[src/rtl/seq_div_ctrl.sv]
// seq_div_ctrl
// Multi-cycle unsigned restoring divider serving DIV/REM-class ALU operations.
// A single (N+1)-bit trial subtract is reused across N iterations, producing one
// quotient bit per cycle under control of a three-state FSM and a down counter.
//
// Ports:
//   clk         rising-edge clock
//   rst         synchronous active-high reset
//   start       request pulse, only honoured in IDLE
//   dividend    unsigned dividend, captured on the accepting edge
//   divisor     unsigned divisor, captured on the accepting edge
//   busy        high while iterations are running
//   done        one-cycle pulse when quotient/remainder/div_by_zero are updated
//   quotient    quotient, held until the next result is published
//   remainder   remainder, held until the next result is published
//   div_by_zero set together with done when the divisor was zero
module seq_div_ctrl #(
    parameter int N  = 32,
    parameter int CW = $clog2(N) + 1
) (
    input  logic         clk,
    input  logic         rst,
    input  logic         start,
    input  logic [N-1:0] dividend,
    input  logic [N-1:0] divisor,
    output logic         busy,
    output logic         done,
    output logic [N-1:0] quotient,
    output logic [N-1:0] remainder,
    output logic         div_by_zero
);

    localparam logic [1:0] S_IDLE = 2'd0;
    localparam logic [1:0] S_RUN  = 2'd1;
    localparam logic [1:0] S_FIN  = 2'd2;

    localparam logic [CW-1:0] ITER_CNT = CW'(N);
    localparam logic [CW-1:0] LAST_CNT = CW'(1);

    logic [1:0]    state;
    logic [CW-1:0] count;
    logic          dz_pend;

    // Working registers: partial remainder is one bit wider than the operands
    // so that a shifted-in remainder never overflows before the trial subtract.
    logic [N:0]    r_acc;
    logic [N-1:0]  q_acc;
    logic [N-1:0]  d_reg;

    logic [N:0]    r_shift;
    logic [N:0]    r_trial;

    // (N+1)-bit subtract done as add-of-complement plus one; bit N of the
    // result is the borrow that decides restore vs. keep.
    function automatic logic [N:0] trial_sub(input logic [N:0] a, input logic [N-1:0] b);
        return a + ~{1'b0, b} + {{N{1'b0}}, 1'b1};
    endfunction

    always_comb begin
        r_shift = {r_acc[N-1:0], q_acc[N-1]};
        r_trial = trial_sub(r_shift, d_reg);
    end

    // Control path: FSM, counter and published results.
    always_ff @(posedge clk) begin
        if (rst) begin
            state       <= S_IDLE;
            busy        <= 1'b0;
            done        <= 1'b0;
            quotient    <= '0;
            remainder   <= '0;
            div_by_zero <= 1'b0;
            count       <= '0;
            dz_pend     <= 1'b0;
        end else begin
            done <= 1'b0;
            case (state)
                S_IDLE: begin
                    if (start) begin
                        if (divisor == '0) begin
                            // Result is fixed; skip iterations and publish next cycle.
                            dz_pend <= 1'b1;
                            state   <= S_FIN;
                        end else begin
                            dz_pend <= 1'b0;
                            count   <= ITER_CNT;
                            busy    <= 1'b1;
                            state   <= S_RUN;
                        end
                    end
                end
                S_RUN: begin
                    count <= count - LAST_CNT;
                    if (count == LAST_CNT) begin
                        busy  <= 1'b0;
                        state <= S_FIN;
                    end
                end
                S_FIN: begin
                    done        <= 1'b1;
                    quotient    <= q_acc;
                    remainder   <= r_acc[N-1:0];
                    div_by_zero <= dz_pend;
                    state       <= S_IDLE;
                end
                default: state <= S_IDLE;
            endcase
        end
    end

    // Datapath: operand capture and one restoring iteration per RUN cycle.
    always_ff @(posedge clk) begin
        if (state == S_IDLE && start) begin
            d_reg <= divisor;
            if (divisor == '0) begin
                q_acc <= '1;
                r_acc <= {1'b0, dividend};
            end else begin
                q_acc <= dividend;
                r_acc <= '0;
            end
        end else if (state == S_RUN) begin
            q_acc <= {q_acc[N-2:0], ~r_trial[N]};
            r_acc <= r_trial[N] ? r_shift : r_trial;
        end
    end

endmodule

[config.mk]
export PLATFORM = sky130hd
export DESIGN_NAME = seq_div_ctrl
export DESIGN_NICKNAME = d
export VERILOG_FILES = /design/src/rtl/seq_div_ctrl.sv
export SDC_FILE = /design/constraint.sdc
export NUM_CORES = 1
export LEC_CHECK = 0
export CAP_MARGIN = 20
export CORE_AREA = 2 2 116 146
export DETAILED_ROUTE_END_ITERATION = 10
export DIE_AREA = 0 0 118 148
export GPL_ROUTABILITY_DRIVEN = 0
export PLACE_DENSITY_LB_ADDON = 0.08
export SLEW_MARGIN = 20
export SYNTH_ARGS = -nofsm -noshare
export SYNTH_HDL_FRONTEND = slang
export SYNTH_SLANG_ARGS = --single-unit
[constraint.sdc]
create_clock -name clk -period 5.24 [get_ports clk]
set_input_delay 0.524 -clock clk [delete_from_list [all_inputs] [get_ports clk]]
set_output_delay 0.524 -clock clk [all_outputs]
set_load 0.005 [all_outputs]
### Word level (Yosys, flattened, before mapping)

Index checks and enable logic that the tools add are counted.

* register bits after elaboration: 172
* input bits: 67
* output and inout port bits: 67
* word-level logic and storage cells: 51

* $add $sub $neg: 3
* equal/unequal tests: 6
* mux-type cells: 20
* bitwise logic cells: 2
* reductions and logical operators: 9

Operators with widths (count)
* $mux 32: 7
* $add 33x1->33 const B: 1
* $add 33x33->33: 1
* $not 32->33: 1
* $logic_not 32->1: 1
* $mux 6: 2
* $pmux 6 s2: 1
* $eq 6x1->1 const B: 1
* $mux 2: 3
* $ne 2x2->1 const B: 3
* $sub 6x1->6 const B: 1
* $mux 1: 5
* $pmux 2 s2: 1
* $reduce_and 2->1: 2
* $reduce_and 4->1: 1
* $reduce_bool 2->1: 2
* $reduce_and 3->1: 1
* $eq 2x1->1 const B: 1
* $eq 2x2->1 const B: 1
* $logic_not 2->1: 1
* $pmux 1 s2: 1
* $logic_and 1x1->1: 1
* $not 1->1: 1

### Logic depth before layout (Yosys ltp)

Gate-level depths: netlist of the first run.

* depth in word-level cells: 6
* gate-level depth with buffers: 13
* depth with buffers taken out: 12

### Least setup slack after synthesis of the first run

Ideal clock, no wire load.

* kind: in2reg
* start point: input start
* end point: register q_acc[0], enable pin
* library setup time: 487 ps
* arrival time: 3250 ps
* data required time: 4753 ps
* path slack: 1503 ps
* cell stages on the path: 2
* buffers on the path: 0
* path through: nor2_1 > nor2_1

* cells in the longest elaborated chain, start to end: 2

RTL lines
* start, declared: RTL line 23 `input logic start,`
* $logic_and 1x1->1: RTL line 113 `if (state == S_IDLE && start) begin`
* $reduce_bool 2->1 (no source line)
* end signal, assigned: RTL line 119 `q_acc <= dividend;`
* end signal, assigned: RTL line 123 `q_acc <= {q_acc[N-2:0], ~r_trial[N]};`
* end, declared: RTL line 47 `logic [N-1:0] q_acc;`

Every way passes these cells.
A chain may end at the register's enable or synchronous reset.

### Worst setup path in the final report of the first run

* start point: register q_acc[31]
* end point: register r_acc[0] (data pin)

* cells in the longest elaborated chain, start to end: 5

RTL lines
* $add 33x33->33: RTL line 56 `return a + ~{1'b0, b} + {{N{1'b0}}, 1'b1};`
* $add 33x1->33: RTL line 56
* $mux 32 *: RTL line 124 `r_acc <= r_trial[N] ? r_shift : r_trial;`
* $mux 32 *: RTL line 122 `end else if (state == S_RUN) begin`
* $mux 32 *: RTL line 113
* end signal, assigned: RTL line 117 `r_acc <= {1'b0, dividend};`
* end signal, assigned: RTL line 124
* end, declared: RTL line 46 `logic [N:0] r_acc;`

Every way passes the cells marked *; elsewhere a longest branch is shown, timed or not. The select of a mux whose other input is x is not followed.

==> impl_metrics.py, run 1 <==
metrics = {
    "status": {
        "status": "completed",
    },
    "synthesis": {
        "synth-seq-area-share_pct": 50.7,
        "syn_avg_cell_area_um2": 9.15,
        "ys_async_sr_fraction_pct": 0,
        "syn_nets": 1052,
        "synth.area.top_cells": "edfxtp_1 (33%), dfxtp_1 (18%), nand2_1 (9.9%), a21oi_1 (7.9%), ha_1 (4.9%)",
        "yosys_register_bits": 172,
        "synth_top_area_share_pct": 33.2,
        "synth_edf_count": 96,
        "syn_inst": 950,
        "yosysUniqueCellTypes": 54,
        "yosys.area.top_type": "edfxtp_1",
        "synth_flop_cell": "edfxtp_1",
        "syn_area_mm2": 0.00869,
        "yosys_warnings": 0,
        "synth_commonest_cells": "nand2_1 (228), a21oi_1 (137), edfxtp_1 (96)",
        "synth_most_common_cell": "nand2_1",
    },
    "clock_network": {
        "clk_pin_slew_ns": 0.07,
        "cts-htree-levels": 4,
        "clock_latency_ns": 0.42,
        "clock_path_buffers": 2,
        "cts_tree": "yes",
        "clock-root-buffer": "clkbuf_16",
        "cts_setup_buffers": 0,
        "cts-hold-fix-buffers": 0,
        "post_cts_resized": 0,
        "cts_buffers": 17,
        "clock-sinks": 172,
    },
    "timing": {
        "fin_worst_hold_slack_ns": 0.452,
        "rsz0062_at_grt": "no",
        "slew-limit-headroom_pct": 42.2,
        "hold_violations": 0,
        "slew_viol_final": 0,
        "setup_violations": 0,
        "fmax_mhz": 253,
        "tns_ns": 0,
        "min_period_over_period_pct": 75.4,
        "setup_ws_ns": 1.29,
        "clock-skew-final_ns": 0.0134,
        "period_needed_ns": 3.95,
        "tightest_slew_ns": 0.864,
    },
    "hold_path": {
        "hold_class": "reg -> reg",
    },
    "cells_and_area": {
        "stdcell_count": 1288,
        "drive_gt1_share_pct": 5.50,
        "seq_area_mm2": 0.00440,
        "n_antenna_cell": 0,
        "nets": 1161,
        "area_delta_synth_final_pct": 23.3,
        "fin_util_pct": 66.7,
        "n_fill_cell": 1404,
        "stdcell_area_mm2": 0.0107,
        "multi_input_area_mm2": 0.00393,
    },
    "critical_path": {
        "cp_common_cell": "a21oi_2",
        "cp_max_fo": 21,
        "crit_type": "reg -> reg",
        "arrival_ns": 4.23,
        "crit_required_ns": 5.51,
        "crit_buf_inv": 2,
        "end_kind": "flip-flop",
        "rrSetupSlack_ns": 1.29,
        "cpMaxStageDelayCell": "xor2_4",
        "crit_family": "compound AO/OA/AOI/OAI gates",
        "worstPathCellList": "inv_1 > ha_1 > fa_1 > and2b_1 > o2111ai_2 > a21oi_2 > a21oi_2 > a31oi_4 > a41o_2 > xor2_4 > buf_4 > mux2_2 > o21ai_1",
        "critPathMaxStageDelay_ns": 0.60,
        "worstSetupStartpointType": "flip-flop",
    },
    "global_route": {
        "grt_max_degree": 77,
        "grt_pass1_vias": 6515,
        "grt_pass1_wl_mm": 33.7,
        "grt_overflow_total": 0,
        "antenna_found_initial": 0,
        "grt.total_usage_pct": 24.3,
    },
    "die": {
        "die_area_mm2": 0.0175,
        "initial_utilization_pct": 54.1,
        "core_area_mm2": 0.0161,
        "die_x_um": 118,
        "rows": 52,
        "floorplan.die.height_um": 148,
        "io-pin-count": 134,
    },
    "route": {
        "viasPerCell": 5.44,
        "drt_iter0_drc": 646,
        "drtAntennaViolNets": 0,
        "wl_per_cell_um": 16.1,
        "vias": 7009,
        "wirelength_mm": 20.7,
        "remaining_drc_errors": 0,
        "drt_pass1_iterations": 5,
    },
    "flow_run": {
        "cap_violations": 0,
    },
    "power": {
        "p_per_area_mw_per_mm2": 471,
        "p_leak_nw": 4.10,
        "worst_ir_drop_vdd_v": 0.000252,
        "p_total_mw": 5.04,
    },
    "placement": {
        "placed_cell_area_mm2": 0.0102,
        "io_buffers": 133,
        "placedCellCount": 1256,
        "dpl_worst_slack_ns": 1.33,
        "place_hpwl_mm": 15.2,
    },
}
layout by cell type, fill, tap and decap left out, types with 4 or more instances in the layout:
cell,synthesis,layout
o211ai_1,6,6
o21ai_1,14,14
inv_6,0,4
nor3_1,12,12
xnor2_1,20,20
mux2i_1,27,27
nand2b_1,5,5
nor4_1,9,9
inv_1,44,43
o21a_1,5,5
dfxtp_1,76,76
ha_1,34,34
a21o_1,9,9
edfxtp_1,96,96
nand4_1,8,8
buf_4,0,9
nand2_1,228,226
a21oi_1,137,137
o21bai_1,7,7
xor2_1,12,12
clkbuf_16,0,18
nand3_1,15,15
a31oi_1,4,4
clkinv_2,0,4
nor2_1,35,33
o21ai_0,51,51
clkdlybuf4s50_1,0,132
path summary, 6_finish.rpt:
check / depth (start not counted) / startpoint / end
worst max-delay path: 13 / q_acc[31] / r_acc[0]
worst max register to register: 13 / q_acc[31] / r_acc[0]
worst min register to register: 2 / quotient[10] / quotient[10]
worst min-delay path: 2 / quotient[10] / quotient[10]
power breakdown:
group / switching [mW] / internal (mW) / leakage (nW) / total, mW
Sequential: 0.175 / 1.70 / 1.58 / 1.88
Combinational: 1.11 / 0.876 / 2.25 / 1.98
Clock: 0.531 / 0.651 / 0.277 / 1.18
logic make-up (layout without fill, tap and decap cells):
kind of cell             Yosys count  in the layout  share of synthesized area (%)
AND/OR/NAND/NOR                  326            326                           15.6
AO/OA/AOI/OAI                    258            258                           17.1
flip-flops                       172            172                           50.7
buffers and inverters             96            218                           4.44
adder cells (fa/ha/maj)           35             35                           5.13
XOR/XNOR                          33             33                           3.54
multiplexers                      30             30                           3.50
area by class of cell:
| type | count | area share (%) |
|---|---|---|
| tap | 216 | 2.52 |
| inverter | 44 | 1.54 |
| clock inverter | 12 | 0.783 |
| clock buffer | 20 | 4.37 |
| timing repair buffer | 142 | 13.0 |
| multi-input combinational | 682 | 36.7 |
| sequential | 172 | 41.1 |
worst register-to-register path: stages, from the launching register on:
cell and delay, ns:
edfxtp_1 0.35, inv_1 0.06, ha_1 0.22, fa_1 0.40, and2b_1 0.25, o2111ai_2 0.14
a21oi_2 0.25, a21oi_2 0.15, a31oi_4 0.24, a41o_2 0.27, xor2_4 0.60, buf_4 0.41
mux2_2 0.37, o21ai_1 0.11
routing by layer:
metal	routed length, um	vias up	share of wire, %	global-route usage, %
met1	9680	3230	47	34.8
met4	236	0	1.1	5.78
met3	1170	18	5.6	4.32
met2	9630	211	46	38.5
li1	-	3550	-	-
met5	0	-	0	0
Power figures use the tool's default switching activity.
==> run 2, diff against run 1 <==
CORE_AREA = 2 2 117 147   (was 2 2 116 146)
DIE_AREA = 0 0 119 149   (was 0 0 118 148)
clock period = 3.77 ns   (was 5.24 ns; I/O delays follow)
==> impl_metrics.py, run 2 (synthesized netlist as in run 1, its figures left out) <==
metrics = {
    "status": {
        "status": "completed",
    },
    "hold_path": {
        "hp-start": "quotient[25]",
        "holdPathEnd": "quotient[25]",
        "whs_path_depth": 2,
        "hold_class": "reg -> reg",
    },
    "global_route": {
        "grt_pass1_wl_mm": 33.9,
        "grt.total_usage_pct": 24.4,
        "grt_pass1_vias": 6516,
        "grt_max_degree": 68,
        "grt_overflow_total": 0,
        "antenna_found_initial": 0,
    },
    "cells_and_area": {
        "mostFrequentLayoutCell": "nand2_1",
        "fin_util_pct": 65.3,
        "n_fill_cell": 1442,
        "final_cell_mix": "nand2_1 (226), a21oi_1 (137), clkdlybuf4s50_1 (132), edfxtp_1 (96), dfxtp_1 (76)",
        "n_antenna_cell": 0,
        "drive_gt1_share_pct": 5.67,
        "nets": 1164,
        "area_delta_synth_final_pct": 24.1,
    },
    "critical_path": {
        "crit_buf_inv": 2,
        "crit_family": "compound AO/OA/AOI/OAI gates",
        "cp_common_cell": "a21oi_2",
        "rrSetupSlack_ns": 0.37,
        "crit_required_ns": 4.05,
        "end_kind": "flip-flop",
        "cpMaxStageDelayCell": "fa_1",
        "ff2ff_path_depth": 13,
        "r2r_end": "r_acc[0]",
        "cp_max_fo": 36,
        "critPathMaxStageDelay_ns": 0.39,
        "worstPathCellList": "inv_1 > ha_1 > fa_1 > and2b_1 > o2111ai_2 > a21oi_2 > a21oi_2 > a31oi_4 > a41o_2 > xor2_4 > buf_12 > mux2_2 > o21ai_1",
        "arrival_ns": 3.68,
        "r2r-start": "q_acc[31]",
        "crit_type": "reg -> reg",
        "worstSetupStartpointType": "flip-flop",
    },
    "route": {
        "wirelength_mm": 21.1,
        "remaining_drc_errors": 0,
        "viasPerCell": 5.42,
        "drt_pass1_iterations": 5,
        "drtAntennaViolNets": 0,
        "vias": 7017,
        "wl_per_cell_um": 16.3,
        "drt_iter0_drc": 578,
    },
    "power": {
        "pwr-share-comb_pct": 39.6,
        "seq_power_share_pct": 36.7,
        "swShare_pct": 35.9,
        "p_per_area_mw_per_mm2": 661,
        "p_clk_share_pct": 23.8,
        "p_total_mw": 7.12,
        "p_leak_nw": 4.12,
        "worst_ir_drop_vdd_v": 0.000514,
        "intPower_mw": 4.57,
        "p_switching_mw": 2.56,
    },
    "clock_network": {
        "clock-root-buffer": "clkbuf_16",
        "cts-htree-levels": 4,
        "cts_setup_buffers": 0,
        "cts_tree": "yes",
        "cts-hold-fix-buffers": 0,
        "clock-sinks": 172,
        "cts_buffers": 17,
        "clock_latency_ns": 0.43,
        "post_cts_resized": 0,
        "clk_pin_slew_ns": 0.06,
        "clock_path_buffers": 2,
    },
    "die": {
        "die_area_mm2": 0.0177,
        "rows": 53,
        "floorplan.die.height_um": 149,
        "initial_utilization_pct": 52.6,
        "io-pin-count": 134,
        "core_area_mm2": 0.0165,
        "die_x_um": 119,
    },
    "timing": {
        "slew-limit-headroom_pct": 37.2,
        "rsz0062_at_grt": "no",
        "clock-skew-final_ns": 0.00694,
        "tns_ns": 0,
        "fmax_mhz": 295,
        "tightest_slew_ns": 0.938,
        "min_period_over_period_pct": 90.1,
        "hold_violations": 0,
        "slew_viol_final": 0,
        "setup_violations": 0,
        "period_needed_ns": 3.40,
    },
    "flow_run": {
        "cap_violations": 0,
    },
    "placement": {
        "place_hpwl_mm": 15.3,
        "io_buffers": 133,
    },
}
-- run 2: power groups by stage --
stage / clock network [mW] / registers (mW) / logic, mW
finish: 1.69 / 2.61 / 2.82
global route: 1.80 / 2.64 / 3.11
detailed placement: 0 / 2.64 / 2.78
global placement: 0 / 2.64 / 2.73
floorplan: 0 / 2.54 / 2.25
CTS: 1.72 / 2.60 / 2.80
-- run 2: cell type report --
type                       instances  area [um^2]  share of cell area, %
clock buffer                      22          497                   4.61
clock inverter                    10         76.3                  0.708
inverter                          44          165                   1.53
multi-input combinational        682         3930                   36.4
sequential                       172         4400                   40.8
tap                              220          275                   2.55
timing repair buffer             145         1440                   13.4
-- run 2: worst max path at each step --
| stage | startpoint | endpoint | cells past startpoint |
|---|---|---|---|
| 5_1_grt | q_acc[31] | r_acc[0] | 13 |
| 3_3_place_gp | q_acc[31] | r_acc[1] | 13 |
| 2_1_floorplan | state[0] | q_acc[0] | 2 |
| 4_1_cts | q_acc[31] | r_acc[0] | 13 |
| 6_report | q_acc[31] | r_acc[0] | 13 |
| 3_5_place_dp | q_acc[31] | r_acc[0] | 13 |
-- run 2: per-layer routing --
layer	vias up	GRT usage [%]	wire, um
met1	3256	34.9	10100
met5	-	0	0
li1	3557	-	-
met4	0	5.95	279
met3	20	4.70	960
met2	184	38.5	9810
-- run 2: worst reg2reg max path: stages (launching register included) --
cell	delay (ns)
edfxtp_1	0.36
inv_1	0.06
ha_1	0.21
fa_1	0.39
and2b_1	0.24
o2111ai_2	0.16
a21oi_2	0.24
a21oi_2	0.14
a31oi_4	0.24
a41o_2	0.27
xor2_4	0.17
buf_12	0.26
mux2_2	0.37
o21ai_1	0.13
-- run 2: per-stage QoR --
stage                     setup WS (ns)  cells  hold WS (ns)  area [um^2]
after floorplan                   0.170    950         0.432         8690
after global placement            0.513   1263         0.443        10200
final                             0.374   1295         0.450        10800
after detailed placement          0.417   1263         0.446        10200
after global routing              0.205   1295         0.472        10800
after CTS                         0.384   1295         0.456        10800
==> run 3, diff against run 2 <==
CTS_CLUSTER_SIZE = 25   (was not set)
==> results of run 3 <==
Final layout, timing and power as in run 2 (identical DEF).
